[src/rtl/piezo_tone_detector_pkg.sv]
// Shared note definitions for the piezo tone path: nominal full periods,
// one-hot note codes matching the button keypad, and the detector FSM states.
package piezo_tone_detector_pkg;

   typedef enum logic {
      ST_IDLE,
      ST_MEAS
   } det_state_t;

   localparam int NUM_NOTES = 8;

   // Nominal full periods in clk cycles, as produced by the tone generator
   localparam int NOM_C2 = 3832;
   localparam int NOM_D2 = 3402;
   localparam int NOM_E2 = 3040;
   localparam int NOM_F2 = 2866;
   localparam int NOM_G2 = 2552;
   localparam int NOM_A2 = 2274;
   localparam int NOM_B2 = 2030;
   localparam int NOM_C3 = 1914;

   // Indexed by note number, bit position in the one-hot code
   localparam int NOM_PERIOD [NUM_NOTES] = '{
      NOM_C2, NOM_D2, NOM_E2, NOM_F2, NOM_G2, NOM_A2, NOM_B2, NOM_C3
   };

   // One-hot note codes, identical to the keypad encoding
   localparam logic [7:0] NOTE_NONE = 8'h00;
   localparam logic [7:0] NOTE_C2   = 8'h01;
   localparam logic [7:0] NOTE_D2   = 8'h02;
   localparam logic [7:0] NOTE_E2   = 8'h04;
   localparam logic [7:0] NOTE_F2   = 8'h08;
   localparam logic [7:0] NOTE_G2   = 8'h10;
   localparam logic [7:0] NOTE_A2   = 8'h20;
   localparam logic [7:0] NOTE_B2   = 8'h40;
   localparam logic [7:0] NOTE_C3   = 8'h80;

   // True when a measured period lies within +/- tol of a nominal period
   function automatic logic in_window(input int meas, input int nom, input int tol);
      return (meas >= (nom - tol)) && (meas <= (nom + tol));
   endfunction

endpackage

[src/rtl/piezo_tone_detector_classifier.sv]
// Combinational period classifier: maps a measured full period onto the
// one-hot note whose tolerance window contains it, or 0 when none does.
module tone_classifier
   import piezo_tone_detector_pkg::*;
#(
   parameter int CNT_W = 13,
   parameter int TOL   = 16
) (
   input  logic [CNT_W-1:0] period,
   output logic [7:0]       note_class
);

   logic [31:0] period_ext;

   assign period_ext = 32'(period);

   // Scan from the highest note down so that the lowest matching index is
   // the last one written, which resolves any overlap between windows.
   always_comb begin
      note_class = NOTE_NONE;
      for (int k = NUM_NOTES - 1; k >= 0; k--) begin
         if (in_window(int'(period_ext), NOM_PERIOD[k], TOL)) begin
            note_class = NOTE_C2 << k;
         end
      end
   end

endmodule

[src/rtl/piezo_tone_detector.sv]
// Receive end of the piezo tone path. Synchronizes the incoming square wave,
// measures the time between rising edges, classifies each period to a note
// and reports a note only once it has been seen on enough consecutive periods.
module piezo_tone_detector
   import piezo_tone_detector_pkg::*;
#(
   parameter int TOL        = 16,
   parameter int STABLE_CNT = 2,
   parameter int TIMEOUT    = 8191,
   parameter int CNT_W      = 13
) (
   input  logic             clk,
   input  logic             rst,
   input  logic             tone_in,
   output logic [7:0]       note,
   output logic             note_valid,
   output logic             note_strobe,
   output logic [CNT_W-1:0] period
);

   localparam logic [CNT_W-1:0] TIMEOUT_V = CNT_W'(TIMEOUT);
   localparam logic [CNT_W-1:0] CNT_ONE   = CNT_W'(1);
   localparam logic [3:0]       STABLE_V  = 4'(STABLE_CNT);

   logic             sync1;
   logic             sync2;
   logic             sync3;
   logic             edge_det;

   det_state_t       state;
   det_state_t       state_next;

   logic [CNT_W-1:0] counter;
   logic             timeout_hit;

   logic             arm;
   logic             meas_edge;
   logic             meas_timeout;
   logic             count_run;

   logic [7:0]       note_class;
   logic [7:0]       candidate;
   logic [3:0]       match_cnt;

   logic             lose_tone;
   logic [7:0]       cand_next;
   logic [3:0]       match_next;
   logic [7:0]       note_next;
   logic             strobe_next;

   // Two flops tame the asynchronous input; the third holds the previous
   // synchronized level so a rising edge can be spotted.
   always_ff @(posedge clk) begin
      if (rst) begin
         sync1 <= 1'b0;
         sync2 <= 1'b0;
         sync3 <= 1'b0;
      end else begin
         sync1 <= tone_in;
         sync2 <= sync1;
         sync3 <= sync2;
      end
   end

   assign edge_det    = sync2 & ~sync3;
   assign timeout_hit = (counter == TIMEOUT_V);

   // State register for the measurement FSM
   always_ff @(posedge clk) begin
      if (rst) begin
         state <= ST_IDLE;
      end else begin
         state <= state_next;
      end
   end

   // Next-state logic: the first edge arms measurement, a silent stretch as
   // long as TIMEOUT drops back to idle. An edge arriving in the timeout
   // cycle keeps us measuring.
   always_comb begin
      state_next = state;
      case (state)
         ST_IDLE: begin
            if (edge_det) begin
               state_next = ST_MEAS;
            end
         end
         ST_MEAS: begin
            if (!edge_det && timeout_hit) begin
               state_next = ST_IDLE;
            end
         end
         default: state_next = ST_IDLE;
      endcase
   end

   // FSM outputs: decode which datapath action happens this cycle
   always_comb begin
      arm          = 1'b0;
      meas_edge    = 1'b0;
      meas_timeout = 1'b0;
      count_run    = 1'b0;
      case (state)
         ST_IDLE: begin
            arm = edge_det;
         end
         ST_MEAS: begin
            meas_edge    = edge_det;
            meas_timeout = !edge_det && timeout_hit;
            count_run    = !edge_det && !timeout_hit;
         end
         default: ;
      endcase
   end

   // Period counter: restarts at 1 on every edge so that the value seen at the
   // next edge equals the full period in clk cycles.
   always_ff @(posedge clk) begin
      if (rst) begin
         counter <= '0;
      end else if (arm || meas_edge) begin
         counter <= CNT_ONE;
      end else if (meas_timeout) begin
         counter <= '0;
      end else if (count_run) begin
         counter <= counter + CNT_ONE;
      end
   end

   // Latch the last full period; silence reports the saturation value.
   always_ff @(posedge clk) begin
      if (rst) begin
         period <= '0;
      end else if (meas_edge) begin
         period <= counter;
      end else if (meas_timeout) begin
         period <= TIMEOUT_V;
      end
   end

   tone_classifier #(
      .CNT_W (CNT_W),
      .TOL   (TOL)
   ) u_classifier (
      .period     (counter),
      .note_class (note_class)
   );

   // Qualification: count consecutive periods of the same class, and promote
   // the candidate to the reported note once it has been stable long enough.
   // Silence or an unrecognised period clears everything straight away.
   always_comb begin
      lose_tone   = meas_timeout || (meas_edge && (note_class == NOTE_NONE));
      cand_next   = candidate;
      match_next  = match_cnt;
      note_next   = note;
      strobe_next = 1'b0;

      if (lose_tone) begin
         cand_next   = NOTE_NONE;
         match_next  = 4'd0;
         note_next   = NOTE_NONE;
         strobe_next = (note != NOTE_NONE);
      end else if (meas_edge) begin
         if (note_class == candidate) begin
            match_next = (match_cnt >= STABLE_V) ? STABLE_V : (match_cnt + 4'd1);
         end else begin
            cand_next  = note_class;
            match_next = 4'd1;
         end
         if ((match_next >= STABLE_V) && (cand_next != note)) begin
            note_next   = cand_next;
            strobe_next = 1'b1;
         end
      end
   end

   // Qualification and output registers; note_valid tracks note exactly.
   always_ff @(posedge clk) begin
      if (rst) begin
         candidate   <= NOTE_NONE;
         match_cnt   <= 4'd0;
         note        <= NOTE_NONE;
         note_valid  <= 1'b0;
         note_strobe <= 1'b0;
      end else begin
         candidate   <= cand_next;
         match_cnt   <= match_next;
         note        <= note_next;
         note_valid  <= |note_next;
         note_strobe <= strobe_next;
      end
   end

endmodule

[config.mk]
export PLATFORM = sky130hd
export DESIGN_NAME = piezo_tone_detector
export DESIGN_NICKNAME = d
export VERILOG_FILES = /design/src/rtl/piezo_tone_detector_pkg.sv /design/src/rtl/piezo_tone_detector_classifier.sv /design/src/rtl/piezo_tone_detector.sv
export SDC_FILE = /design/constraint.sdc
export NUM_CORES = 1
export LEC_CHECK = 0
export BUFFER_PORTS_ARGS = -buffer_cell sky130_fd_sc_hd__buf_2
export CAP_MARGIN = 40
export CORE_MARGIN = 2
export CORE_UTILIZATION = 38
export DETAILED_ROUTE_END_ITERATION = 8
export GPL_TIMING_DRIVEN = 1
export PLACE_DENSITY = 0.59
export SLEW_MARGIN = 20
export SYNTH_ARGS = -nofsm -noshare
export SYNTH_HDL_FRONTEND = slang
export SYNTH_SLANG_ARGS = --single-unit
[constraint.sdc]
create_clock -name clk -period 5.7 [get_ports clk]
set_clock_uncertainty 0.05 [all_clocks]
set_input_delay 0.855 -clock clk [delete_from_list [all_inputs] [get_ports clk]]
set_output_delay 0.855 -clock clk [all_outputs]
set_load 0.005 [all_outputs]
==> results of run 1 <==
==> power groups by stage <==
stage,clock network [uW],registers [uW],logic (uW)
6_report,349,371,24.4
5_1_grt,365,372,27.9
4_1_cts,356,372,24.7
3_5_place_dp,0,380,24.6
3_3_place_gp,0,380,23.9
2_1_floorplan,0,377,19.9
==> per-stage QoR <==
step,hold WS (ns),cell area [sq um],instances,setup WS [ns]
6_report,0.399,3370,495,2.36
5_1_grt,0.421,3370,495,2.06
4_1_cts,0.404,3350,494,2.11
3_5_place_dp,0.380,3200,486,2.15
3_3_place_gp,0.366,3180,485,2.03
2_1_floorplan,0.364,3060,387,3.09
==> registers in the layout, summed over array words and instances (netlist names) <==
register,cells
match_cnt,4
note,8
note_valid,1
state,1
period,13
note_strobe,1
sync3,1
counter,13
candidate,8
sync2,1
sync1,1
==> cell type report <==
type	count	share of cell area
Clock buffer	5	0.0204
Timing Repair Buffer	27	0.0460
Tap cell	102	0.0379
Sequential cell	52	0.309
Clock inverter	3	0.0267
Multi-Input combinational cell	293	0.545
Inverter	13	0.0145
==> worst min path at each step <==
stage	from	to	depth (start not counted)
after floorplan	sync1	sync2	1
after global placement	sync1	sync2	1
after detailed placement	sync1	sync2	1
after CTS	sync1	sync2	1
after global routing	sync1	sync2	1
final	sync1	sync2	1
==> routing by layer <==
| metal | share of wire | up-vias |
|---|---|---|
| li1 | - | 1439 |
| met1 | 0.47 | 1319 |
| met2 | 0.43 | 116 |
| met3 | 0.076 | 12 |
| met4 | 0.018 | 0 |
| met5 | 0 | - |
==> synth_stat cells, drive strengths merged, types with 2 or more instances <==
cell type  number
a31oi           3
nand2          31
nand2b          2
inv            13
a211oi          7
nand3          30
nor2           30
a21o            7
xnor2           7
ha              4
a21oi          17
and2            6
o2111ai         4
nor4b           3
and3            7
nand4           8
nor2b           5
nor4            8
buf            18
or4             3
a211o           4
xor2            4
nor3           40
clkbuf         11
o22ai           2
a22oi           2
o211a           2
o2111a          2
or3             6
and4bb          2
dfxtp          52
a221oi          2
o311a           2
o21ai           8
or2             2
mux2i          12
nor3b           2
o21a            2
==> logic make-up after synthesis <==
group	count (synthesis)
XOR/XNOR	11
adder cells (fa/ha/maj)	4
AND/OR/NAND/NOR	191
buffers and inverters	42
flip-flops	52
AO/OA/AOI/OAI	75
multiplexers	12
==> results.md, run 1 <==
- The run finished with clean final reports.
- The per-cell via count in the routed design is about 6.
- Of the cells placed in the final design, the portion with a size suffix greater than 1 is 0.115.
- The routed wirelength normalized by instance count is ~16 um.
- The worst setup path is captured at a register.
- The number of maximum-capacitance constraint violations is 0.
- Among all flip-flop cells after synthesis, the most frequent one is dfxtp_1.
- The critical path goes through and4bb_2 > and3_1 > o221ai_1 > o211a_1 > nand4_1 > nand2_1 > a221oi_1.
- The clock transition at the registers of the reported paths is 0.10 ns.
- The share of total power consumed by net switching is 0.202.
- The compound-gate portion of the synthesized area is 0.185.
- For this design the ratio of total power to cell area is 221 nW/um^2.
- In this run the most used layer during global routing was met2.
- STA classifies the critical path startpoint as a register.
- The detailed-route wire length is 8.14 mm.
- In the global route stage, overall resource usage came out at 0.193.
- The initial antenna violation count is 0.
- The clock network latency to the later pin of the worst-skew pair is 0.32 ns.
- The number of cells traversed by the worst register-to-register path is 7.
- The slowest cell on the critical path is dfxtp_1.
- The final-report hold violation count came to 0.
- The data required time at the worst endpoint is 5.83 ns.
- In this run the mean area of a mapped cell was approximately 8 sq um.
- The fraction of met3 tracks used by global routing is 0.0313.
- The initial core utilization is 0.394.
- The biggest area consumer among synthesized cells is dfxtp_1.
- The final design utilization is 0.434.
- The leakage power total is between 0.001 and 0.0015 uW.
- The via count of the first global-routing pass came to around 2,600.
- The library cell used most frequently in the layout, excluding fill and tap cells, is dfxtp_1.
- In the post-synthesis netlist, the biggest area contributors are dfxtp_1 34%, nor3_1 6.5%, nand3_1 4.9%.
- The cell sitting at the root of the clock tree is a clkbuf_8.
- The timing endpoint of the critical path is match_cnt[0].
- By area, the combinational part of the netlist is dominated by simple AND/OR/NAND/NOR gates.
- The aggregate global routing overflow is 0.
- The number of slew-limit violations in the final report is 0.
- Counting along the longest clock path gives a buffer depth of 2.
- The final-layout fill cell count is 803.
- The post-cts repair resize count is 0.
- The total die area is ~8800 sq um.
- Of the total power, the clock network draws 0.469.
- Dividing the final minimum period by the clock period gives 0.586.
- Counting flops with a built-in enable in the synthesized netlist gives 0.
- The repair_antennas step left the layout with diodes totalling 0.
- The multi-input combinational cells in the finished layout cover a total of ~1800 sq um.
- Setup violations remaining at the end of the flow were counted as 0.
- The total I/O pin count is 26.
- The mux share of post-synthesis cell area is 0.0392.
- The detailed placement HPWL is slightly below 6 mm.
- The detailed-route via count is 2,886.
- The layout-stage area growth over the synthesis result is 10.1%.
- Row generation in the floorplan step produced 32 rows.
- Measured along the y axis, the die boundary spans 93.8 um.
- The number of synthesized register bits is 52.
- The total area inside the core boundary comes to 7770 sq um.
- The number of warning messages in the yosys log is 0.
- The xor/xnor share of the synthesized area is 0.0315.
- The number of hold-repair buffers added at the cts stage is 0.
- The number of optimization iterations in the first detailed-route pass is 5.
- The H-tree was split into 2 levels.
- The met2 usage in global routing is 0.301.
- Synthesis produced a netlist with a net count of around 390.
- The netlist uses 60 different library cells.
- The power dissipated by switching net loads is between 150 and 200 uW.
- The reg-to-reg critical path startpoint is counter[5].
- The routability-driven placement congestion ratio is a little over 0.9.
- The launch point of the critical path is counter[5].
- Data on the critical path arrives at its endpoint at 3.47 ns.
- The worst min-delay path category is reg -> reg.
- The critical path is of the reg -> reg type.
- Once the clock tree was built, the setup fixing pass inserted 0 buffers.
- The post-synthesis sequential area ratio is 0.340.
- TritonCTS built the clock tree.
- For the pin with the worst max-slew slack, the measured transition is ~0.77 ns.
- The top cell types in the final layout, fill and taps aside, are 52 x dfxtp_1, 40 x nor3_1, 31 x nand2_1.
- Cell internal power was estimated by the tool at about 590 uW.
- The first global-routing pass estimated 13.5 mm of wire.
- The fraction of power consumed by sequential logic is 0.499.
- The fraction of met1 tracks used by global routing is 0.272.
- Registers take 1040 sq um.
- Across all register-to-register paths, the minimum setup slack is approximately 2.4 ns.
- The sum of buffers and inverters on the critical path is 0.
- The synthesized netlist occupies a cell area of 3060 sq um.
- The worst slew margin relative to its limit is 0.485.
- The largest net degree at the start of global routing is 25.
- The time the worst path needs with I/O delays and setup is between 3 and 4 ns.
- The detail route stage leaves a number of antenna-violating nets equal to 0.
- The largest driver fanout on the critical path is 20.
- The maximum resistive drop on vdd is ~120 uV.
- Counting buffers and inverters, the worst setup path is 7 cells deep.
- For this run, asynchronously set or reset flops after synthesis account for 0.
- Setup repair after global routing left no endpoint under its margin.
- The area share of the largest cell type after synthesis is 0.340.
- The reg-to-reg critical path endpoint is match_cnt[0].
- Clock tree synthesis inserted a total of 5 buffers.
- The CTS sink count is between 50 and 60.
- The net count of the finished layout is roughly 400.
- The share of total power dissipated in combinational logic is 0.033.
- During placement, the flow inserted port buffers numbering 25.
- Summed over all failing endpoints, the final setup total negative slack is 0 ns.
- Counting every instance in the synthesized netlist gives 387.
- Measured along the x axis, the die boundary spans between 90 and 100 um.
- The first routing iteration left between 300 and 400 violations.
- Grouping stages by cell kind, the critical path spends the most delay in simple AND/OR/NAND/NOR gates.
- The largest incremental delay on the critical path is 0.70 ns.
- The post-layout total power is 745 uW.
- The detailed-route DRC error count is 0.
- Of the total synthesized cell area, the portion taken by AND, OR, NAND and NOR gates is 0.327.
- Of the total synthesized cell area, the portion taken by full adders, half adders and majority gates is 0.0163.
- Derived from the worst setup path, the maximum achievable clock frequency is 0.299 GHz.
Power figures use the tool's default switching activity.
==> inputs of run 2 (changes only) <==
==> constraint.sdc (replaced) <==
create_clock -name clk -period 3.1 [get_ports clk]
set_clock_uncertainty 0.05 [all_clocks]
set_input_delay 0.465 -clock clk [delete_from_list [all_inputs] [get_ports clk]]
set_output_delay 0.465 -clock clk [all_outputs]
set_load 0.005 [all_outputs]
==> run 2 against run 1 <==
  * Power is 61% higher
  * Critical path depth is 1 higher
  * Combinational power is 110% higher
  * Maximum frequency is 16% higher
  * Largest power group unchanged
  * Largest cell class unchanged
  * Cell count is 3.6% higher
  * Die area stayed put
  * Worst setup slack worse by 2.1 ns
  * Highest routed layer unchanged
  * Register-to-register slack worse by 2.1 ns
==> results.md, run 2 (same netlist as run 1, synthesis figures left out) <==
- Grouping stages by cell kind, the critical path spends the most delay in compound AO/OA/AOI/OAI gates.
- The horizontal die dimension was 93.8 um (unchanged).
- Setup repair after global routing left no endpoint under its margin.
- The library cell used most frequently in the layout, excluding fill and tap cells, is dfxtp_1.
- In this run the worst hold path is classified as in -> reg.
- The CTS tree is yes.
- In this run the critical register-to-register path is launched from counter[4].
- The largest incremental delay on the critical path came to 0.58 ns (-0.12 ns).
- The final-layout fill cell count is 824 (+2.6%).
- The routability-driven placement congestion ratio is 0.889 (-3.6%).
- The data required time at the worst endpoint is 3.29 ns (-2.54 ns).
- The most critical setup path has its startpoint at counter[4].
- The final instance area came to 3450 sq um (+2.5%).
- The final worst-path cycle share was 0.929 (+0.343).
- The largest registers in the layout are counter x13, period x13.
- The clock transition at the registers of the reported paths is 0.10 ns (about the same).
- The sum of buffers and inverters on the critical path is 1 (+1).
- The total die area is 8790 sq um (unchanged).
- In the layout the commonest cells are 49 x dfxtp_1, 40 x nor3_1, 31 x nand2_1.
- The maximum level of the CTS H-tree is 2 (unchanged).
- The net count of the finished layout is 417 (+4.5%).
- The number of hold-repair buffers added at the cts stage is 0 (unchanged).
- The fraction of layout instances using a drive strength above 1 is 0.156 (+0.0412).
- The origin of the worst min-delay path is tone_in.
- The sequential cell area is 1040 sq um (+0.36%).
- The remaining antenna violation count came to 0 (unchanged).
- The leakage power total was 0.00133 uW (+5.4%).
- The critical path in this run is classified as reg -> reg.
- The wire length of the first global-routing pass is 14.0 mm (+3.6%).
- The timing-limited maximum frequency is 0.347 GHz (+16%).
- The largest driver fanout on the critical path came to 10 (-50%).
- The number of buffers added by the clock tree synthesis step was 5 (unchanged).
- The time the worst path needs with I/O delays and setup is 2.88 ns (-0.461 ns).
- The overall track demand over capacity in global routing is 0.199 (+0.00593).
- The layout-stage area growth over the synthesis result is 12.8%.
- The die extent in y is 93.8 um (unchanged).
- The iteration-0 DRC count of the detailed router came to 169 (-44%).
- The detailed-route wire length is 8.42 mm (+3.5%).
- The number of optimization iterations in the first detailed-route pass is 5 (unchanged).
- The detailed placement HPWL is 6.32 mm (+8.2%).
- The multi-input gate area in the final layout is 1840 sq um (-0.14%).
- The maximum resistive drop on vdd is 175 uV (+42%).
- The total I/O pin count came to 26 (unchanged).
- In this run the clock root is driven by a clkbuf_8.
- The detailed-route DRC error count was 0 (unchanged).
- The post-cts repair resize count came to 0 (unchanged).
- The smallest hold slack is 0.321 ns (-0.0782 ns).
- On the critical path, the stage with the largest delay is an instance of or4_1.
- The transition time at the pin with the least slew margin came to 0.694 ns (-0.0766 ns).
- The initial antenna violation count is 0 (unchanged).
- The aggregate global routing overflow is 0 (unchanged).
- The maximum count of clock buffers along a single path was 2 (unchanged).
- The number of post-CTS setup repair buffers is 0 (unchanged).
- The kind of end point of the critical path is a register.
- The per-cell via count in the routed design is 5.95 (+2.0%).
- The largest net degree at the start of global routing is 26 (+4.0%).
- The detailed-route via count is 3,051 (+5.7%).
- Traced cell by cell, the critical path runs through or4_1 > a221oi_2 > nor2_1 > a221o_1 > a2111oi_4 > o311a_1 > buf_12 > mux2i_1.
- The data arrival at the endpoint of the critical path is 3.07 ns (-0.40 ns).
- The via count of the first global-routing pass was 2,791 (+6.0%).
- The ratio of total power to cell area is 348 nW/um^2 (+57%).
- The startpoint class of the critical path is a register.
- The clock network latency to the later pin of the worst-skew pair is 0.31 ns (about the same).
- The routed wirelength normalized by instance count is 16.4 um (-0.18%).
- The flow ran to the end, and the final reports show no timing, DRC or antenna violations.
- The worst slew margin relative to its limit is 0.536 (+0.0514).
- The final-report hold violation count was 0 (unchanged).
- The setup-violating endpoint count in the final report was 0 (unchanged).
- The number of placement rows is 32 (unchanged).
- The post-layout total power was 1200 uW (+61%).
- The number of I/O port buffers is 25 (unchanged).
- The number of slew-limit violations in the final report is 0 (unchanged).
- The number of maximum-capacitance constraint violations came to 0 (unchanged).
- The post-detailed-placement cell area was 3340 sq um (+4.5%).
- The total negative slack for setup checks is 0 ns (unchanged).
- The initial core utilization came to 0.394 (unchanged).
- The CTS sink count came to 52 (unchanged).
- The area of the core was 7770 sq um (unchanged).
- The diode insertion count for antenna repair was 0 (unchanged).
==> run 2: cell count changes in the layout (fill, tap and decap cells not counted), sizes merged <==
cell / before / now
buf: 27 / 45
bufinv: 3 / 1
clkbuf: 5 / 6
clkinv: 0 / 1
==> run 2: path summary, 6_finish.rpt <==
check	depth (start not counted)	end	slack, ns
setup / recovery	8	note_valid	0.22
hold / removal	2	sync1	0.32
setup reg to reg	8	note_valid	0.22
hold reg to reg	1	sync2	0.40
==> run 2: cell type report <==
cell class / count / share of cell area
Multi-Input combinational cell: 293 / 0.532
Clock buffer: 6 / 0.0210
Sequential cell: 52 / 0.303
Inverter: 13 / 0.0141
Tap cell: 102 / 0.0370
Clock inverter: 2 / 0.0101
Timing Repair Buffer: 45 / 0.0834
==> run 2: report_power, final <==
part	total [uW]	switching [uW]	internal, uW
Combinational	52.3	34.5	17.7
Sequential	679	5.37	674
Clock	468	228	240
==> run 2: routing by layer <==
layer | routed length (um) | GRT usage
met5 | 0 | 0
met4 | 209 | 0.0725
met3 | 416 | 0.0273
met2 | 3830 | 0.326
met1 | 3960 | 0.265
==> run 2: metrics by stage <==
| stage | std cells | utilization | setup WS, ns |
|---|---|---|---|
| floorplan | 387 | - | 0.492 |
| detailed placement | 505 | 0.430 | 0.194 |
| global placement | 505 | 0.430 | 0.233 |
| finish | 513 | 0.444 | 0.220 |
| global route | 513 | 0.444 | 0.0411 |
| CTS | 513 | 0.444 | 0.155 |
==> inputs of run 3 (changes only) <==
--- a/config.mk
+++ b/config.mk
@@ -5,6 +5,7 @@
 export SDC_FILE = /design/constraint.sdc
 export NUM_CORES = 1
 export LEC_CHECK = 0
+export ABC_AREA = 1
 export BUFFER_PORTS_ARGS = -buffer_cell sky130_fd_sc_hd__buf_2
 export CAP_MARGIN = 40
 export CORE_MARGIN = 2
==> run 3 against run 2 <==
  * First-iteration DRC count grew 24%
  * Core utilization decreased by 2.1 points
  * Clock power fell by 8.5%
  * Clock-buffer cell count fell by 1
  * Cell count increased by 19%
  * Synthesized cell count grew 25%
  * Largest power group unchanged
  * Power shrank 3.0%
  * Highest routed layer unchanged
  * Flip-flop and latch count stayed put
==> results.md, run 3 <==
- The flow ran to the end, and the final reports show no timing, DRC or antenna violations.
- The path type of the worst setup path is reg -> reg.
- The maximum level of the CTS H-tree came to 2 (unchanged).
- The routed wirelength normalized by instance count was 14.6 um (-11%).
- The data arrival at the endpoint of the critical path is 2.93 ns (-0.14 ns).
- The overall track demand over capacity in global routing is 0.208 (+0.00929).
- The area of the mapped netlist is 3150 sq um (+3.0%).
- The total I/O pin count is 26 (unchanged).
- The cell at the root of the clock tree is clkbuf_8.
- The remaining antenna violation count is 0 (unchanged).
- The horizontal die dimension is 95.1 um (+1.4%).
- The CTS sink count is 52 (unchanged).
- The post-cts repair resize count is 0 (unchanged).
- The timing-limited maximum frequency is 0.360 GHz (+3.8%).
- The mean instance size in the synthesized netlist is 6.52 sq um (-18%).
- The sum of buffers and inverters on the critical path is 0 (-1).
- The slowest stage of the critical path is the dfxtp_1 cell.
- The detailed-route via count is 3,155 (+3.4%).
- The share of synthesized registers carrying an async set or reset is 0 (unchanged).
- The number of enable-type register cells in the synthesized netlist is 0 (unchanged).
- The multi-input gate area in the final layout is 1750 sq um (-4.9%).
- The clock network latency to the later pin of the worst-skew pair is 0.32 ns (about the same).
- The number of hold-repair buffers added at the cts stage is 0 (unchanged).
- The initial core utilization is 0.388 (-0.00638).
- The number of optimization iterations in the first detailed-route pass is 7 (+2).
- The number of distinct library cell variants in the gate-level netlist after synthesis is 35 (-42%).
- The met1 layer wirelength in the final routing is 4.32 mm (+8.9%).
- The leakage power total is 0.00178 uW (+33%).
- The kind of end point of the critical path is a register.
- The via count of the first global-routing pass is 2,945 (+5.5%).
- The worst slew margin relative to its limit is 0.594 (+0.0578).
- The final-layout fill cell count is 884 (+7.3%).
- The ratio of total power to cell area is 338 nW/um^2 (-2.8%).
- The final instance area is 3440 sq um (-0.25%).
- The area share of the largest cell type after synthesis was 0.330 (-0.00998).
- The total die area is 9050 sq um (+2.9%).
- By area the synthesized netlist is led by dfxtp_1 33%, nand2_1 12%, inv_1 7.7%.
- The biggest area consumer among synthesized cells is dfxtp_1.
- The clock transition at the registers of the reported paths came to 0.10 ns (about the same).
- The CTS tree is yes.
- The iteration-0 DRC count of the detailed router is 210 (+24%).
- The commonest cells after synthesis are 103 x nand2_1, 65 x inv_1, 58 x nor2_1.
- The data required time at the worst endpoint is 3.26 ns (-0.03 ns).
- The die extent in y is 95.1 um (+1.4%).
- The largest net degree at the start of global routing is 41 (+58%).
- The placed cell count is 603 (+19%).
- The detailed placement HPWL is 6.96 mm (+10%).
- The maximum count of clock buffers along a single path is 2 (unchanged).
- The wire length of the first global-routing pass is 14.6 mm (+4.8%).
- The per-cell via count in the routed design came to 5.16 (-13%).
- The number of stages on the worst hold path came to 3 (+1).
- The number of instances in the synthesized netlist is 484 (+25%).
- The post-synthesis sequential area ratio was 0.330 (-0.00998).
- Among all cell types in the netlist, the one instantiated most often is nand2_1.
- The fraction of layout instances using a drive strength above 1 came to 0.152 (-0.00354).
- Leaving out fill and tap cells, the most frequent cell in the layout is nand2_1.
- The detailed router used layers up to and including met4.
- The final-report hold violation count was 0 (unchanged).
- STA classifies the critical path startpoint as a register.
- The detailed-route DRC error count is 0 (unchanged).
- The number of cells traversed by the worst register-to-register path came to 15 (+7).
- The post-detailed-placement cell area came to 3350 sq um (+0.22%).
- The path with the worst hold slack has its endpoint at sync1.
- The largest incremental delay on the critical path is 0.65 ns (+0.07 ns).
- The aggregate global routing overflow came to 0 (unchanged).
- The total negative slack for setup checks is 0 ns (unchanged).
- The sequential cell area is 1040 sq um (-0.36%).
- The setup slack of the worst register-to-register path is 0.33 ns (+0.11 ns).
- The total nets after synthesis came to 491 (+25%).
- The non-filler instance count after layout is 611 (+19%).
- The time the worst path needs with I/O delays and setup is 2.77 ns (-0.106 ns).
- The final design utilization is 0.423 (-0.0211).
- The number of maximum-capacitance constraint violations is 0 (unchanged).
- Leaving out fill and tap cells, the most frequent cells in the layout are 103 x nand2_1, 65 x inv_1, 57 x nor2_1.
- The number of buffers added by the clock tree synthesis step came to 5 (unchanged).
- The number of slew-limit violations in the final report is 0 (unchanged).
- The setup-violating endpoint count in the final report came to 0 (unchanged).
- The number of post-CTS setup repair buffers is 0 (unchanged).
- The most instantiated flip-flop cell in the synthesis netlist is dfxtp_1.
- The diode insertion count for antenna repair was 0 (unchanged).
- The maximum resistive drop on vdd is 188 uV (+7.8%).
- The net count of the finished layout is 512 (+23%).
- The final worst-path cycle share is 0.895 (-0.0341).
- The number of placement rows was 33 (+3.1%).
- The number of I/O port buffers came to 25 (unchanged).
- The number of synthesized register bits is 52 (unchanged).
- In this run the most critical hold path is launched from tone_in.
- Broken down by cell family, the worst path's largest delay share belongs to simple AND/OR/NAND/NOR gates.
- The detailed-route wire length is 8.94 mm (+6.2%).
- The area of the core came to 8130 sq um (+4.7%).
- The worst min-delay path category is in -> reg.
- The transition time at the pin with the least slew margin came to 0.607 ns (-0.0873 ns).
- The met3 wire length is 417 um (+0.24%).
- The area growth from synthesis to layout is 9.16%.
- The largest driver fanout on the critical path is 11 (+1).
- The startpoint identified for the worst register-to-register timing path is counter[8].
- The routability-driven placement congestion ratio is 0.957 (+7.6%).
- Walking the worst path, the cells encountered are nand2_4 > nor2_4 > nand2_1 > o21ai_2 > nand2_1 > xor2_1 > nand3_1 > nor2_1 > nand2_2 > o211ai_2 > nand2_1 > nand3_1 > nand2_1 > nor2_1 > a21oi_1.
- The reg-to-reg critical path endpoint is note_valid.
- In the final layout, the registers with the most flip-flops are counter x13, period x13.
- Setup repair after global routing left no endpoint under its margin.
- The initial antenna violation count is 0 (unchanged).
- The number of warning messages in the yosys log was 0 (unchanged).
- The smallest hold slack is 0.293 ns (-0.0281 ns).
- The sum of met2 wire segment lengths after detailed routing is 4.06 mm (+5.9%).
- The most frequent cell on the critical path is nand2_1.
-- run 3: changes by cell type after synthesis, moves of 14 or more --
cell	previous run	this run
nand2_1	31	103
inv_1	13	65
nor3_1	40	8
nor2_1	30	58
a21oi_1	17	35
nand3_1	30	47
buf_2	16	1
o31ai_1	0	14
-- run 3: layout make-up --
cell class / count / share of cell area
Clock inverter: 3 / 0.00763
Timing Repair Buffer: 28 / 0.0429
Tap cell: 105 / 0.0382
Multi-Input combinational cell: 344 / 0.507
Sequential cell: 52 / 0.302
Clock buffer: 5 / 0.0200
Inverter: 74 / 0.0821
-- run 3: cells by family after synthesis --
kind of cell / after synthesis / synth area share
buffers and inverters: 88 / 0.117
adders and majority gates: 4 / 0.0159
DFF: 52 / 0.330
xor gates and xnor gates: 4 / 0.0111
AOI/OAI and AO/OA: 78 / 0.145
and+or+nand+nor: 258 / 0.380
-- run 3: tightest hold or removal path, cell delays in order --
cell,delay (ns)
buf_2,0.09
inv_1,0.04
nor2_1,0.03
-- run 3: through the flow --
step                setup slack, ns  total power [uW]
CTS                           0.346              1170
finish                        0.326              1160
floorplan                      1.01               734
detailed placement            0.379               751
global placement              0.306               751
global route                 0.0774              1200
-- run 3: per-layer routing --
layer | GRT usage | vias to the layer above
li1 | - | 1609
met2 | 0.326 | 96
met3 | 0.0292 | 17
met1 | 0.295 | 1433
met4 | 0.0628 | 0
met5 | 0 | -
-- run 3: worst max path at each step --
stage	from	cells after the start	end	slack [ns]
global placement	counter[8]	15	note_valid	0.31
finish	counter[8]	15	note_valid	0.33
floorplan	counter[6]	17	note_valid	1.01
CTS	counter[8]	15	note_valid	0.35
global route	counter[8]	18	note_valid	0.08
detailed placement	counter[8]	15	note_valid	0.38
-- run 3: where the power goes --
part,internal (uW),switching [uW]
Clock,165,263
Sequential,675,5.53
Combinational,17.7,37.2
